File: src/rtl/mips_multicycle_ctrl.sv
// rtl/mips_multicycle_ctrl.sv - multicycle MIPS control FSM
// Drives every datapath enable and mux select and stalls on the memory handshake.
module mips_multicycle_ctrl #(
  parameter bit MEM_HANDSHAKE = 1'b1
) (
  input  logic       clk,
  input  logic       rst_n,
  input  logic [5:0] op,
  input  logic [5:0] funct,
  input  logic       zero,
  input  logic       mem_ready,
  output logic       mem_req,
  output logic       mem_write,
  output logic       ir_write,
  output logic       iord,
  output logic       reg_dst,
  output logic       mem_to_reg,
  output logic       reg_write,
  output logic       alu_src_a,
  output logic [1:0] alu_src_b,
  output logic [1:0] pc_src,
  output logic       pc_en,
  output logic [2:0] alu_ctrl_sig,
  output logic       illegal_op
);

  localparam logic [3:0] FETCH   = 4'd0;
  localparam logic [3:0] DECODE  = 4'd1;
  localparam logic [3:0] MEMADR  = 4'd2;
  localparam logic [3:0] MEMRD   = 4'd3;
  localparam logic [3:0] MEMWB   = 4'd4;
  localparam logic [3:0] MEMWR   = 4'd5;
  localparam logic [3:0] RTYPEEX = 4'd6;
  localparam logic [3:0] RTYPEWB = 4'd7;
  localparam logic [3:0] BEQEX   = 4'd8;
  localparam logic [3:0] ADDIEX  = 4'd9;
  localparam logic [3:0] ADDIWB  = 4'd10;
  localparam logic [3:0] JEX     = 4'd11;

  localparam logic [5:0] OP_RTYPE = 6'b000000;
  localparam logic [5:0] OP_LW    = 6'b100011;
  localparam logic [5:0] OP_SW    = 6'b101011;
  localparam logic [5:0] OP_BEQ   = 6'b000100;
  localparam logic [5:0] OP_ADDI  = 6'b001000;
  localparam logic [5:0] OP_J     = 6'b000010;

  localparam logic [2:0] ALU_AND = 3'b000;
  localparam logic [2:0] ALU_OR  = 3'b001;
  localparam logic [2:0] ALU_ADD = 3'b010;
  localparam logic [2:0] ALU_SUB = 3'b110;
  localparam logic [2:0] ALU_SLT = 3'b111;

  logic [3:0] state;
  logic [3:0] next_state;
  logic       ready;
  logic       funct_ok;
  logic [2:0] funct_alu;

  assign ready = MEM_HANDSHAKE ? mem_ready : 1'b1;

  always_comb begin
    funct_ok  = 1'b1;
    funct_alu = ALU_ADD;
    case (funct)
      6'b100000: funct_alu = ALU_ADD;
      6'b100010: funct_alu = ALU_SUB;
      6'b100100: funct_alu = ALU_AND;
      6'b100101: funct_alu = ALU_OR;
      6'b101010: funct_alu = ALU_SLT;
      default:   funct_ok  = 1'b0;
    endcase
  end

  always_ff @(posedge clk or negedge rst_n) begin
    if (!rst_n) state <= FETCH;
    else        state <= next_state;
  end

  always_comb begin
    next_state = FETCH;
    case (state)
      FETCH:   next_state = ready ? DECODE : FETCH;
      DECODE: begin
        case (op)
          OP_LW, OP_SW: next_state = MEMADR;
          OP_RTYPE:     next_state = funct_ok ? RTYPEEX : FETCH;
          OP_BEQ:       next_state = BEQEX;
          OP_ADDI:      next_state = ADDIEX;
          OP_J:         next_state = JEX;
          default:      next_state = FETCH;
        endcase
      end
      MEMADR:  next_state = (op == OP_LW) ? MEMRD : MEMWR;
      MEMRD:   next_state = ready ? MEMWB : MEMRD;
      MEMWR:   next_state = ready ? FETCH : MEMWR;
      RTYPEEX: next_state = RTYPEWB;
      ADDIEX:  next_state = ADDIWB;
      default: next_state = FETCH;
    endcase
  end

  // Moore decode; only pc_en, ir_write and mem_write also look at ready/zero.
  always_comb begin
    mem_req      = 1'b0;
    mem_write    = 1'b0;
    ir_write     = 1'b0;
    iord         = 1'b0;
    reg_dst      = 1'b0;
    mem_to_reg   = 1'b0;
    reg_write    = 1'b0;
    alu_src_a    = 1'b0;
    alu_src_b    = 2'b01;
    pc_src       = 2'b00;
    pc_en        = 1'b0;
    alu_ctrl_sig = ALU_ADD;
    illegal_op   = 1'b0;
    case (state)
      FETCH: begin
        mem_req  = 1'b1;
        ir_write = ready;
        pc_en    = ready;
      end
      DECODE: begin
        alu_src_b = 2'b11;
        case (op)
          OP_LW, OP_SW, OP_BEQ, OP_ADDI, OP_J: illegal_op = 1'b0;
          OP_RTYPE: illegal_op = ~funct_ok;
          default:  illegal_op = 1'b1;
        endcase
      end
      MEMADR: begin
        alu_src_a = 1'b1;
        alu_src_b = 2'b10;
      end
      MEMRD: begin
        mem_req = 1'b1;
        iord    = 1'b1;
      end
      MEMWB: begin
        mem_to_reg = 1'b1;
        reg_write  = 1'b1;
      end
      MEMWR: begin
        mem_req   = 1'b1;
        iord      = 1'b1;
        mem_write = ready;
      end
      RTYPEEX: begin
        alu_src_a    = 1'b1;
        alu_src_b    = 2'b00;
        alu_ctrl_sig = funct_alu;
      end
      RTYPEWB: begin
        reg_dst   = 1'b1;
        reg_write = 1'b1;
      end
      BEQEX: begin
        alu_src_a    = 1'b1;
        alu_src_b    = 2'b00;
        alu_ctrl_sig = ALU_SUB;
        pc_src       = 2'b01;
        pc_en        = zero;
      end
      ADDIEX: begin
        alu_src_a = 1'b1;
        alu_src_b = 2'b10;
      end
      ADDIWB: reg_write = 1'b1;
      JEX: begin
        pc_src = 2'b10;
        pc_en  = 1'b1;
      end
      default: ;
    endcase
    // Reset must kill any in-flight write combinationally, not on the next edge.
    if (!rst_n) begin
      mem_req      = 1'b0;
      mem_write    = 1'b0;
      ir_write     = 1'b0;
      iord         = 1'b0;
      reg_dst      = 1'b0;
      mem_to_reg   = 1'b0;
      reg_write    = 1'b0;
      alu_src_a    = 1'b0;
      alu_src_b    = 2'b01;
      pc_src       = 2'b00;
      pc_en        = 1'b0;
      alu_ctrl_sig = ALU_ADD;
      illegal_op   = 1'b0;
    end
  end

endmodule

File: config.mk
export PLATFORM = sky130hd
export DESIGN_NAME = mips_multicycle_ctrl
export DESIGN_NICKNAME = d
export VERILOG_FILES = /design/src/rtl/mips_multicycle_ctrl.sv
export SDC_FILE = /design/constraint.sdc
export NUM_CORES = 1
export LEC_CHECK = 0
export CAP_MARGIN = 0
export CORE_MARGIN = 3
export CORE_UTILIZATION = 39
export CTS_CLUSTER_SIZE = 24
export DETAILED_ROUTE_END_ITERATION = 8
export PLACE_DENSITY_LB_ADDON = 0.25
export SYNTH_ARGS = -nofsm -noshare
export SYNTH_HDL_FRONTEND = slang
export SYNTH_SLANG_ARGS = --single-unit
File: constraint.sdc
create_clock -name clk -period 1.76 [get_ports clk]
set_input_delay 0.264 -clock clk [delete_from_list [all_inputs] [get_ports clk]]
set_output_delay 0.264 -clock clk [all_outputs]
set_load 0.005 [all_outputs]
==> impl_metrics.csv, run 1 <==
group,metric,value,unit
outcome,outcome,"stopped before the end",
outcome,last-stage-reached,"4_1_cts",
outcome,tool.error,"[ERROR DPL-0033] detailed placement checks failed during check placement.",
synth,synth_most_common_cell,"nor2_1",
place,place_congestion,0.812,
clock_network,cts_setup_buffers,18,
synth,yosysWarnings,0,
die,start_util,0.451,
clock_network,cts-resized-gates,82,
synth,yosysTopAreaCellShare,0.157,
clock_network,ctsLongestPathBuffers,2,
synth,yosys_register_bits,4,
die,die_w,46.5,um
synth,synth_cell_types,40,
synth,synth_edf_count,0,
die,die_h,46.5,um
clock_network,cts_max_level,1,
clock_network,cts_buffers,3,
clock_network,cts_root_buf,"clkbuf_4",
synth,synth_area,638,um^2
synth,synthTopCellsByCount,"nor2_1 (11), nor2b_1 (8), nand2_1 (6), nor3_1 (6)",
place,io_buffers,32,
synth,synthArstFlopShare,1.00,
clock_network,cts_hold_buf,0,
die,fp-row-count,13,
place,dpl_worst_slack,-0.695,ns
synth,yosys.area.top_type,"dfrtp_1",
synth,syn-mean-instance-area,6.94,um^2
place,dp_hpwl,1820,um
synth,ys_seq_area_frac,0.157,
clock_network,clock_sinks,4,
synth,synthTopCellsByArea,"dfrtp_1 (16%), nor2b_1 (7.8%), nor2_1 (6.5%)",
synth,synth_nets,108,
synth,synth-main-ff-cell,"dfrtp_1",
synth,synthCells,92,
die,io_pins,33,
[cells by family after synthesis]
kind of cell	after synthesis	share of synthesized area
flops	4	0.157
compound gates	23	0.271
buf+inv	8	0.0490
xor+xnor	2	0.0275
mux	2	0.0333
simple gates	53	0.463
[metrics by stage]
| step | cells | area [um^2] | util | hold WS, ns |
|---|---|---|---|---|
| 2_1_floorplan | 92 | 638 | - | -0.0316 |
| 3_3_place_gp | 165 | 1190 | 0.841 | 0.630 |
| 3_5_place_dp | 165 | 1190 | 0.841 | 0.631 |
==> run 2: changes to the inputs <==
- CORE_AREA: default -> 3 3 64 66
- CORE_MARGIN: 3 -> default
- CORE_UTILIZATION: 39 -> default
- CTS_CLUSTER_SIZE: 24 -> default
- DIE_AREA: default -> 0 0 67 69
- PLACE_DENSITY_LB_ADDON: 0.25 -> 0.15
==> run 2 against run 1 <==
Against the previous run:
- the flow now finishes, with violations (setup timing)
- synthesized cell count did not move
- synthesized area did not move
==> impl_metrics.csv, run 2 <==
group,metric,value,unit
outcome,outcome,"complete, but fails checks",
outcome,violations,"setup timing",
synth,synth_nets,108,
synth,synth-main-ff-cell,"dfrtp_1",
min_path,hp-class,"in -> async",
place,io_buffers,32,
clock_network,cts_hold_buf,0,
power_and_ir_drop,p_leak,0.000720,uW
power_and_ir_drop,power_frac_clock,0.294,
timing,setup_viol,1,
synth,yosys.area.top_type,"dfrtp_1",
detailed_routing,drc,0,
synth,synth_area,638,um^2
die,die_h,69,um
synth,yosys_register_bits,4,
place,place_congestion,0.750,
global_routing,antenna_found_initial,0,
worst_setup_path,worst_ep_required_time,1.50,ns
synth,synth_edf_count,0,
timing,tns,-0.0932,ns
place,placed_area,1270,um^2
timing,hold_viol_final,0,
synth,yosysTopAreaCellShare,0.157,
detailed_routing,vias_per_cell,4.49,
die,start_util,0.176,
place,dp_hpwl,2050,um
synth,ys_seq_area_frac,0.157,
cells_and_area,final_cell_mix,"buf_4 (43), nor2_1 (9), buf_2 (9)",
place,dpl_worst_slack,-0.729,ns
power_and_ir_drop,switchingPower,196,uW
detailed_routing,wl_per_cell,12.2,um
die,die_area,4620,um^2
synth,synthArstFlopShare,1.00,
clock_network,cts_buffers,3,
clock_network,ctsLongestPathBuffers,2,
timing,post-route-period-util,1.05,
die,fp-row-count,22,
global_routing,grt_max_degree,9,
clock_network,clkLatencyLatePin,0.21,ns
die,io_pins,33,
clock_network,cts_max_level,1,
worst_setup_path,cp-start-kind,"input pin",
global_routing,grt.total_usage,0.122,
cells_and_area,top_register,"state",
detailed_routing,initialDrtViolationCount,18,
synth,synthCells,92,
power_and_ir_drop,p_sw_frac,0.308,
detailed_routing,first_pass_iters,3,
cells_and_area,mostFrequentLayoutCell,"buf_4",
die,core_area,3630,um^2
worst_setup_path,endpoint_kind,"output pin",
cells_and_area,fill_cells,385,
cells_and_area,nNetsFinal,188,
timing,fin_skew,0.00107,ns
synth,synthTopCellsByCount,"nor2_1 (11), nor2b_1 (8), nand2_1 (6), nor3_1 (6)",
power_and_ir_drop,powerDensity,434,nW/um^2
cells_and_area,layout-drive-gt1-share,0.524,
worst_setup_path,path_class,"in -> out",
clock_network,cts_tree,"built",
power_and_ir_drop,p_comb_frac,0.535,
cells_and_area,n_antenna_cell,0,
clock_network,clock_sinks,4,
clock_network,clk_pin_slew_worst_paths,0.03,ns
die,die_w,67,um
cells_and_area,area_growth,131,%
synth,synth_most_common_cell,"nor2_1",
detailed_routing,vias,978,
flow_run,drv_cap,0,
clock_network,cts_root_buf,"clkbuf_8",
timing,min_period,1.85,ns
synth,synthTopCellsByArea,"dfrtp_1 (16%), nor2b_1 (7.8%), nor2_1 (6.5%)",
timing,worst_pin_slew,0.289,ns
synth,syn-mean-instance-area,6.94,um^2
global_routing,grt_pass1_wl,4550,um
power_and_ir_drop,p_int,442,uW
detailed_routing,ant_nets,0,
worst_setup_path,arrival,1.59,ns
global_routing,grt_pass1_vias,1057,
cells_and_area,final_area,1470,um^2
timing,fmax,540,MHz
timing,maxSlewViolCount,0,
timing,slew_headroom,0.806,
power_and_ir_drop,seqPwrFrac,0.170,
detailed_routing,wirelength,2660,um
synth,synth_cell_types,40,
timing,rsz0062_at_grt,"yes",
timing,setup_slack,-0.0932,ns
worst_setup_path,critPathMaxFanout,3,
worst_setup_path,reg2reg_depth,6,
cells_and_area,largest_reg_flops,4,
global_routing,gr-total-overflow,0,
synth,yosysWarnings,0,
cells_and_area,top_regs,"state x4",
power_and_ir_drop,vdd_ir_drop_max,0.000136,V
-- run 2: cell counts after synthesis --
Identical to the previous run, type by type.
-- run 2: path summary, 6_finish.rpt --
path / startpoint / to / slack (ns)
max: op[5] / illegal_op / -0.09
min: rst_n / state[0]$_DFF_PN0_ / 0.15
max reg2reg: state[1]$_DFF_PN0_ / state[0]$_DFF_PN0_ / 0.17
min reg2reg: state[3]$_DFF_PN0_ / state[0]$_DFF_PN0_ / 0.78
max in group asynchronous: rst_n / state[2]$_DFF_PN0_ / 1.32
min in group clk: op[5] / state[0]$_DFF_PN0_ / 0.52
-- run 2: kinds of logic (layout without fill, tap and decap cells) --
family | after synthesis | count (layout) | synth area share
buffers and inverters | 8 | 86 | 0.0490
multiplexers | 2 | 2 | 0.0333
flip-flops | 4 | 4 | 0.157
XOR/XNOR | 2 | 2 | 0.0275
AND/OR/NAND/NOR | 53 | 53 | 0.463
AO/OA/AOI/OAI | 23 | 23 | 0.271
-- run 2: metal layers --
| metal | vias to the layer above | part of all wire | global-route usage | wire (um) |
|---|---|---|---|---|
| met5 | - | 0 | 0 | 0 |
| met4 | 0 | 0 | 0.0450 | 0 |
| met3 | 0 | 0.046 | 0.0147 | 123 |
| met2 | 21 | 0.57 | 0.236 | 1500 |
| met1 | 456 | 0.39 | 0.127 | 1030 |
| li1 | 501 | - | - | - |
-- run 2: through the flow --
step	hold WS, ns	std cells	utilization	power, uW
2_1_floorplan	-0.0316	92	-	223
3_3_place_gp	0.630	203	0.349	399
3_5_place_dp	0.629	203	0.349	403
4_1_cts	0.157	220	0.398	635
5_1_grt	0.180	218	0.405	680
6_report	0.153	218	0.405	638
-- run 2: repair_timing --
item | CTS | global route
setup buffers | 14 | 0
resized for setup | 80 | 18
gates cloned | 0 | 0
endpoints found under the setup margin | 17 | 10
pin swaps | 12 | 9
-- run 2: critical path: stages --
cell      delay [ns]
buf_2           0.11
or4_4           0.56
a22oi_2         0.22
o31ai_2         0.09
o2111a_1        0.23
buf_2           0.12
-- run 2: power groups by stage --
stage | sequential (uW) | clock [uW] | combinational [uW]
after CTS | 108 | 194 | 334
after global routing | 109 | 197 | 374
after global placement | 107 | 0 | 293
after floorplan | 109 | 0 | 115
final | 109 | 188 | 342
after detailed placement | 106 | 0 | 297
-- run 2: area by class of cell --
cell class,count,area (um^2),share of cell area
well taps,48,60.1,0.0408
repair buffers,80,646,0.438
inverters,3,11.3,0.00765
flip-flops and latches,4,101,0.0688
clock buffers,3,41.3,0.0280
multi-input cells,80,613,0.416
Power figures use the tool's default switching activity.
